===== src/rtl/commit_trace_buffer_if.sv =====
// Commit-capture and drain port bundle for commit_trace_buffer.
// The master drives commits, control and pops; the slave is the buffer.
interface commit_trace_buffer_if #(
  parameter int DATA_W  = 32,
  parameter int RD_W    = 4,
  parameter int DEPTH   = 16,
  parameter int STAMP_W = 16,
  parameter int OVF_W   = 16
);
  localparam int CNT_W = $clog2(DEPTH) + 1;

  logic              commit_valid;
  logic [DATA_W-1:0] commit_pc;
  logic [DATA_W-1:0] commit_instr;
  logic [DATA_W-1:0] commit_data;
  logic [RD_W-1:0]   commit_rd;
  logic              commit_wb;
  logic              arm;
  logic              mode;
  logic [DATA_W-1:0] trig_pc;
  logic [CNT_W-1:0]  post_count;
  logic              pop;

  logic               out_valid;
  logic [STAMP_W-1:0] out_stamp;
  logic [DATA_W-1:0]  out_pc;
  logic [DATA_W-1:0]  out_instr;
  logic [DATA_W-1:0]  out_data;
  logic [RD_W-1:0]    out_rd;
  logic               out_wb;
  logic [CNT_W-1:0]   count;
  logic [OVF_W-1:0]   overflow_cnt;
  logic [1:0]         state;
  logic               triggered;

  modport master (
    output commit_valid, commit_pc, commit_instr, commit_data, commit_rd, commit_wb,
    output arm, mode, trig_pc, post_count, pop,
    input  out_valid, out_stamp, out_pc, out_instr, out_data, out_rd, out_wb,
    input  count, overflow_cnt, state, triggered
  );

  modport slave (
    input  commit_valid, commit_pc, commit_instr, commit_data, commit_rd, commit_wb,
    input  arm, mode, trig_pc, post_count, pop,
    output out_valid, out_stamp, out_pc, out_instr, out_data, out_rd, out_wb,
    output count, overflow_cnt, state, triggered
  );
endinterface


===== src/rtl/commit_trace_buffer.sv =====
// Retirement trace buffer: captures committed instructions into a FWFT queue,
// either stop-when-full (FIFO mode) or circular with a PC trigger and post-count.
module commit_trace_buffer #(
  parameter int DATA_W  = 32,
  parameter int RD_W    = 4,
  parameter int DEPTH   = 16,
  parameter int STAMP_W = 16,
  parameter int OVF_W   = 16
) (
  input logic                  clk,
  input logic                  reset,
  commit_trace_buffer_if.slave bus
);
  localparam int PTR_W = $clog2(DEPTH);
  localparam int CNT_W = PTR_W + 1;
  localparam int ENT_W = STAMP_W + 3 * DATA_W + RD_W + 1;

  typedef enum logic [1:0] {IDLE = 2'd0, RUN = 2'd1, POST = 2'd2, FROZEN = 2'd3} state_t;

  state_t             state_q, state_d;
  logic [PTR_W-1:0]   head_q, head_d, tail_q, tail_d;
  logic [CNT_W-1:0]   count_q, count_d;
  logic [CNT_W-1:0]   post_q, post_d, left_q, left_d;
  logic [OVF_W-1:0]   ovf_q, ovf_d;
  logic               trig_q, trig_d, mode_q, mode_d;
  logic [DATA_W-1:0]  trig_pc_q, trig_pc_d;
  logic [STAMP_W-1:0] stamp_q;
  logic [ENT_W-1:0]   mem_q [DEPTH];
  logic [ENT_W-1:0]   head_ent;

  logic capture_en, full, pop_eff, take, push, overwrite, drop, trig_hit;
  logic [CNT_W-1:0] post_clamped;

  // FSM state register
  always_ff @(posedge clk or negedge reset) begin
    if (!reset) state_q <= IDLE;
    else        state_q <= state_d;
  end

  // FSM next-state
  always_comb begin
    state_d = state_q;
    if (bus.arm) begin
      state_d = RUN;
    end else begin
      case (state_q)
        RUN:     if (trig_hit) state_d = (post_q == '0) ? FROZEN : POST;
        POST:    if (push && left_q == CNT_W'(1)) state_d = FROZEN;
        default: state_d = state_q;
      endcase
    end
  end

  // FSM outputs
  always_comb begin
    capture_en = (state_q == RUN) || (state_q == POST);
  end

  always_comb begin
    full         = (count_q == CNT_W'(DEPTH));
    pop_eff      = bus.pop && (count_q != '0);
    take         = capture_en && bus.commit_valid && !bus.arm;
    // Trigger mode always stores; FIFO mode needs room or a simultaneous pop.
    push         = take && (mode_q || !full || pop_eff);
    drop         = take && !push;
    overwrite    = push && full && !pop_eff;
    trig_hit     = take && mode_q && (state_q == RUN) && (bus.commit_pc == trig_pc_q);
    post_clamped = (bus.post_count > CNT_W'(DEPTH - 1)) ? CNT_W'(DEPTH - 1) : bus.post_count;
  end

  always_comb begin
    head_d    = head_q;
    tail_d    = tail_q;
    count_d   = count_q;
    ovf_d     = ovf_q;
    trig_d    = trig_q;
    mode_d    = mode_q;
    trig_pc_d = trig_pc_q;
    post_d    = post_q;
    left_d    = left_q;
    if (bus.arm) begin
      head_d    = '0;
      tail_d    = '0;
      count_d   = '0;
      ovf_d     = '0;
      trig_d    = 1'b0;
      mode_d    = bus.mode;
      trig_pc_d = bus.trig_pc;
      post_d    = post_clamped;
    end else begin
      if (push) tail_d = tail_q + PTR_W'(1);
      if (pop_eff || overwrite) head_d = head_q + PTR_W'(1);
      if (push && !pop_eff && !full) count_d = count_q + CNT_W'(1);
      else if (pop_eff && !push)     count_d = count_q - CNT_W'(1);
      if (drop && ovf_q != {OVF_W{1'b1}}) ovf_d = ovf_q + OVF_W'(1);
      if (trig_hit) begin
        trig_d = 1'b1;
        left_d = post_q;
      end else if (state_q == POST && push) begin
        left_d = left_q - CNT_W'(1);
      end
    end
  end

  always_ff @(posedge clk or negedge reset) begin
    if (!reset) begin
      head_q    <= '0;
      tail_q    <= '0;
      count_q   <= '0;
      ovf_q     <= '0;
      trig_q    <= 1'b0;
      mode_q    <= 1'b0;
      trig_pc_q <= '0;
      post_q    <= '0;
      left_q    <= '0;
      stamp_q   <= '0;
    end else begin
      head_q    <= head_d;
      tail_q    <= tail_d;
      count_q   <= count_d;
      ovf_q     <= ovf_d;
      trig_q    <= trig_d;
      mode_q    <= mode_d;
      trig_pc_q <= trig_pc_d;
      post_q    <= post_d;
      left_q    <= left_d;
      stamp_q   <= stamp_q + STAMP_W'(1);
    end
  end

  always_ff @(posedge clk) begin
    if (push) begin
      mem_q[tail_q] <= {stamp_q, bus.commit_pc, bus.commit_instr, bus.commit_data,
                        bus.commit_rd, bus.commit_wb};
    end
  end

  // Gate the head so every out_* reads zero while empty, including after reset.
  assign head_ent      = bus.out_valid ? mem_q[head_q] : '0;
  assign bus.out_valid = (count_q != '0);
  assign {bus.out_stamp, bus.out_pc, bus.out_instr, bus.out_data, bus.out_rd, bus.out_wb} = head_ent;
  assign bus.count        = count_q;
  assign bus.overflow_cnt = ovf_q;
  assign bus.state        = state_q;
  assign bus.triggered    = trig_q;
endmodule


===== src/flat_wrapper.sv =====
// flat-port wrapper written by rule: the top's interface ports become plain ports
module commit_trace_buffer_flat 
#(
  parameter int DATA_W  = 32,
  parameter int RD_W    = 4,
  parameter int DEPTH   = 16,
  parameter int STAMP_W = 16,
  parameter int OVF_W   = 16
)
  (clk, reset, bus_commit_valid, bus_commit_pc, bus_commit_instr, bus_commit_data, bus_commit_rd, bus_commit_wb, bus_arm, bus_mode, bus_trig_pc, bus_post_count, bus_pop, bus_out_valid, bus_out_stamp, bus_out_pc, bus_out_instr, bus_out_data, bus_out_rd, bus_out_wb, bus_count, bus_overflow_cnt, bus_state, bus_triggered);
  commit_trace_buffer_if #(.DATA_W(DATA_W), .RD_W(RD_W), .DEPTH(DEPTH), .STAMP_W(STAMP_W), .OVF_W(OVF_W)) bus_i ();
  input logic clk;
  input logic reset;
  input wire logic [$bits(bus_i.commit_valid)-1:0] bus_commit_valid;
  input wire logic [$bits(bus_i.commit_pc)-1:0] bus_commit_pc;
  input wire logic [$bits(bus_i.commit_instr)-1:0] bus_commit_instr;
  input wire logic [$bits(bus_i.commit_data)-1:0] bus_commit_data;
  input wire logic [$bits(bus_i.commit_rd)-1:0] bus_commit_rd;
  input wire logic [$bits(bus_i.commit_wb)-1:0] bus_commit_wb;
  input wire logic [$bits(bus_i.arm)-1:0] bus_arm;
  input wire logic [$bits(bus_i.mode)-1:0] bus_mode;
  input wire logic [$bits(bus_i.trig_pc)-1:0] bus_trig_pc;
  input wire logic [$bits(bus_i.post_count)-1:0] bus_post_count;
  input wire logic [$bits(bus_i.pop)-1:0] bus_pop;
  output wire logic [$bits(bus_i.out_valid)-1:0] bus_out_valid;
  output wire logic [$bits(bus_i.out_stamp)-1:0] bus_out_stamp;
  output wire logic [$bits(bus_i.out_pc)-1:0] bus_out_pc;
  output wire logic [$bits(bus_i.out_instr)-1:0] bus_out_instr;
  output wire logic [$bits(bus_i.out_data)-1:0] bus_out_data;
  output wire logic [$bits(bus_i.out_rd)-1:0] bus_out_rd;
  output wire logic [$bits(bus_i.out_wb)-1:0] bus_out_wb;
  output wire logic [$bits(bus_i.count)-1:0] bus_count;
  output wire logic [$bits(bus_i.overflow_cnt)-1:0] bus_overflow_cnt;
  output wire logic [$bits(bus_i.state)-1:0] bus_state;
  output wire logic [$bits(bus_i.triggered)-1:0] bus_triggered;
  assign bus_i.commit_valid = bus_commit_valid;
  assign bus_i.commit_pc = bus_commit_pc;
  assign bus_i.commit_instr = bus_commit_instr;
  assign bus_i.commit_data = bus_commit_data;
  assign bus_i.commit_rd = bus_commit_rd;
  assign bus_i.commit_wb = bus_commit_wb;
  assign bus_i.arm = bus_arm;
  assign bus_i.mode = bus_mode;
  assign bus_i.trig_pc = bus_trig_pc;
  assign bus_i.post_count = bus_post_count;
  assign bus_i.pop = bus_pop;
  assign bus_out_valid = bus_i.out_valid;
  assign bus_out_stamp = bus_i.out_stamp;
  assign bus_out_pc = bus_i.out_pc;
  assign bus_out_instr = bus_i.out_instr;
  assign bus_out_data = bus_i.out_data;
  assign bus_out_rd = bus_i.out_rd;
  assign bus_out_wb = bus_i.out_wb;
  assign bus_count = bus_i.count;
  assign bus_overflow_cnt = bus_i.overflow_cnt;
  assign bus_state = bus_i.state;
  assign bus_triggered = bus_i.triggered;
  commit_trace_buffer #(.DATA_W(DATA_W), .RD_W(RD_W), .DEPTH(DEPTH), .STAMP_W(STAMP_W), .OVF_W(OVF_W)) u_core (.clk(clk), .reset(reset), .bus(bus_i));
endmodule

===== config.mk =====
export PLATFORM = sky130hd
export DESIGN_NAME = commit_trace_buffer_flat
export DESIGN_NICKNAME = d
export VERILOG_FILES = /design/src/rtl/commit_trace_buffer_if.sv /design/src/rtl/commit_trace_buffer.sv /design/src/flat_wrapper.sv
export SDC_FILE = /design/constraint.sdc
export NUM_CORES = 2
export LEC_CHECK = 0
export BUFFER_PORTS_ARGS = -buffer_cell sky130_fd_sc_hd__buf_4
export CORE_MARGIN = 2
export CORE_UTILIZATION = 50
export CTS_CLUSTER_DIAMETER = 60
export DETAILED_ROUTE_END_ITERATION = 12
export PLACE_DENSITY = 0.67
export SLEW_MARGIN = 20
export SYNTH_ARGS = -nofsm -noshare
export SYNTH_HDL_FRONTEND = slang
export SYNTH_SLANG_ARGS = --single-unit

===== constraint.sdc =====
create_clock -name clk -period 10.8 [get_ports clk]
set_input_delay 2.16 -clock clk [delete_from_list [all_inputs] [get_ports clk]]
set_output_delay 2.16 -clock clk [all_outputs]
set_load 0.02 [all_outputs]

==> results.md <==
* Multiplexer share of the synthesized area at 18.0%
* Worst hold slack at approximately 0.53 ns
* CP most frequent cell: buf_4
* Global-route wire length before repair at 241000 um
* Final wirelength at 166000 um
* Routed Antenna Nets at 0
* Quantity of I/O buffers inserted on ports at 285
* Worst Setup End Kind: primary output
* Grt total ovfl at 0
* Slew HR at 22.3%
* Final net count at approximately 3700
* Post-CTS Resized at 0
* Max H-tree Level at 4
* Placed Area at 80000 sq um
* Crit Path Class: flop to primary output
* CTS clk-pin slew, worst paths at 0.06 ns
* Avg Cell Area, Syn at ~24 sq um
* Post-CTS setup buffers at 0
* Vias in the first global route at between 30000 and 40000
* Die Span Y at between 300 and 400 um
* Post-Synth Adder-Cell Area at less than 1%
* Setup Viol. Count Final at 0
* RSZ-0062 raised after global routing: false
* Critical Path Max Stage Delay at 1.00 ns
* Worst hold stages at 1
* Total of warnings raised by yosys at 0
* Register area share after synthesis at 77.4%
* Vias at about 34000
* Main combinational cell family by area after synthesis: multiplexers
* Detailed Route Iter0 Violations at 3589
* Clk_lat worst skew at slightly above 0.8 ns
* Final Wtd Congestion at approximately 0.75
* CP max-delay cell: dfrtp_4
* Drt drc at 0
* Final hold violations at 0
* Leakage at 27.1 nW
* Post-Synth XOR/XNOR Area at less than 1%
* Clock buffer depth at 3
* Reg-to-reg slack, setup at approximately 6.4 ns
* Hold Path Class: flop to flop
* Core region area at between 100000 and 150000 sq um
* CP bufs+invs at 3
* Number of antenna violations at the first check in global routing at 17
* EDFF count, synth at ~1900
* Placement Rows at 142
* FMAX at around 150 MHz
* Synth top cells by count: 1872 x edfxtp_1, 585 x mux4_2, 131 x and2_1
* Cell taking the most area after synthesis: edfxtp_1
* Crit path max fanout at 44
* Min cycle time layout at ~7 ns
* Synth top area share at 74.3%
* Final Power at 18.6 mW
* Main flop type after synthesis: edfxtp_1
* Die area at 154000 sq um
* Non-filler cells, final at approximately 5700
* Placed cell count at between 5000 and 6000
* Total track usage at 21.7%
* CP Cell Sequence: buf_4 > buf_4 > mux4_2 > mux4_2 > and2_1 > buf_4
* Reg2Reg Depth at 9
* Max Cap Viol at 0
* Async SR Flop Fraction at about 4.6%
* Share of post-route cells with drive strength above 1 at between 30% and 40%
* CP delay by family, top: buffers and inverters
* Area growth syn-to-layout at 13.9%
* Arr. time, crit path at around 4.7 ns
* DP HPWL at 87600 um
* Final instance area at about 86000 sq um
* Number of detailed-route iterations in the first pass at 6
* Setup TNS at 0 ns
* Die span in x at between 300 and 400 um
* Synth Net Count at 3324
* CTS sink count at between 1500 and 2000
* VDD IR-drop max at roughly 0.22 mV
* Slew Limit Fails at 0
* Clock Root Buffer: clkbuf_16
* Worst Setup Start Kind: flop
* Post-Synthesis Cells at between 3000 and 4000
* Period utilization at between 60% and 70%
* Status: complete, no violations
* Final setup skew at between 0.03 and 0.04 ns
* Vias per inst at between 5 and 6
* Top cells by area, synth: edfxtp_1 74%, mux4_2 17%, dfrtp_1 3.0%, and2_1 1.1%, mux2_2 0.55%
* Synth unique cells at between 40 and 50
* CP Data Required Time at 8.64 ns
* Starting Density at 50.4%
* Pwr dens at about 220 nW/um^2
* Synth Area in Simple Gates at around 2.2%
* Count leader, synth: edfxtp_1
* CTS tree: yes
* TritonCTS Buffers at roughly 190
* Post-synth design cell area at ~76000 sq um
* Synthesized flop and latch total at 1963
* Routed length per instance at between 20 and 30 um
* Tightest Pin Transition at approximately 1.2 ns
* Compound-Gate Fraction of Synth Area at less than 1%
* Crit. path cell count at 6
* Post-CTS Hold Fix Bufs at 0
* Pin count of the biggest net entering global routing at approximately 160
* I/O pin count at ~290
## layout make-up
| cell class | instances | area (sq um) |
|---|---|---|
| fill | 10829 | 63900 |
| sequential | 1963 | 58500 |
| multi-input combinational | 1030 | 16300 |
| clock buffer | 253 | 5180 |
| timing repair buffer | 336 | 2600 |
| tap | 2016 | 2520 |
| clock inverter | 107 | 876 |
| inverter | 16 | 65.1 |
| antenna | 7 | 17.5 |
## metal layers
| metal | track usage [%] | part of all wire (%) | up-vias |
|---|---|---|---|
| li1 | - | - | 14199 |
| met5 | 0.766 | 0.042 | - |
| met3 | 4.71 | 7.8 | 203 |
| met2 | 33.0 | 47 | 1345 |
| met1 | 32.6 | 43 | 18489 |
| met4 | 5.35 | 1.6 | 10 |
## power breakdown
| group | internal (mW) | switching, mW |
|---|---|---|
| clock | 3.65 | 2.78 |
| sequential | 8.41 | 0.0994 |
| combinational | 1.72 | 1.90 |
| total | 13.8 | 4.78 |
## worst reg2reg max path, stage by stage (launching register included)
cell and delay [ns]:
dfrtp_1 0.37, inv_1 0.07, ha_1 0.31, or3b_1 0.54, a21oi_1 0.18, buf_4 0.20, nand2_1 0.07, nor2_1 0.21
and2_4 0.88, buf_4 1.12
## path summary, 6_finish.rpt
kind | from | endpoint
min in group asynchronous | reset | u_core.bus.overflow_cnt[12]$_DFFE_PN0P_
max in group asynchronous | reset | u_core.head_q[0]$_DFFE_PN0P_
worst min-delay path | u_core.post_q[4]$_DFFE_PN0P_ | u_core.post_q[4]$_DFFE_PN0P_
worst max-delay path | u_core.head_q[0]$_DFFE_PN0P_ | bus_out_pc[20]
worst min register to register | u_core.post_q[4]$_DFFE_PN0P_ | u_core.post_q[4]$_DFFE_PN0P_
worst max register to register | u_core.bus.state[0]$_DFFE_PN0P_ | u_core.mem_q[7][36]$_DFFE_PP_
## flip-flops by register name, indices dropped and copies added (netlist names)
register and cells:
u_core.bus.overflow_cnt 16, u_core.post_q 5, u_core.bus.state 2, u_core.head_q 4, u_core.mode_q 1, u_core.bus.count 5, u_core.left_q 5, u_core.trig_pc_q 32
u_core.stamp_q 16, u_core.bus.triggered 1, u_core.mem_q 1872, u_core.tail_q 4
## through the flow
step	util, %	setup slack, ns
after global routing	57.4	3.54
after detailed placement	53.3	4.49
after floorplan	-	4.27
after global placement	53.3	4.51
final	57.4	3.91
after CTS	57.4	3.70
## placed cells by master, fill, tap and decap left out, types with 4 or more instances in the layout
master     instances
inv_6              8
and3_1             6
xnor2_1           23
dfrtp_1           87
diode_2            7
mux4_2           585
and2_4            12
nor2b_1            9
dfrtp_4            4
bufinv_16         11
xor2_1            42
clkinv_4           4
nor3_1            10
mux2i_1            4
a21oi_1           13
clkbuf_1          53
ha_1              15
edfxtp_1        1872
clkbuf_16        198
nand2_1           22
mux2_2            37
and4_4             4
clkinv_1          46
clkinv_2          30
o21ai_1            6
nand3_1           16
nor4_1            18
inv_1             15
buf_12             4
buf_4            330
nor2_1            45
nand4_1           12
and2_1           119
## cells by family after synthesis
| kind of cell | count (synthesis) |
|---|---|
| mux | 626 |
| compound gates | 34 |
| flops | 1963 |
| fa+ha+maj | 16 |
| xor+xnor | 65 |
| simple gates | 289 |
| buf+inv | 171 |
Note: power is estimated with default switching activity, not from simulation.
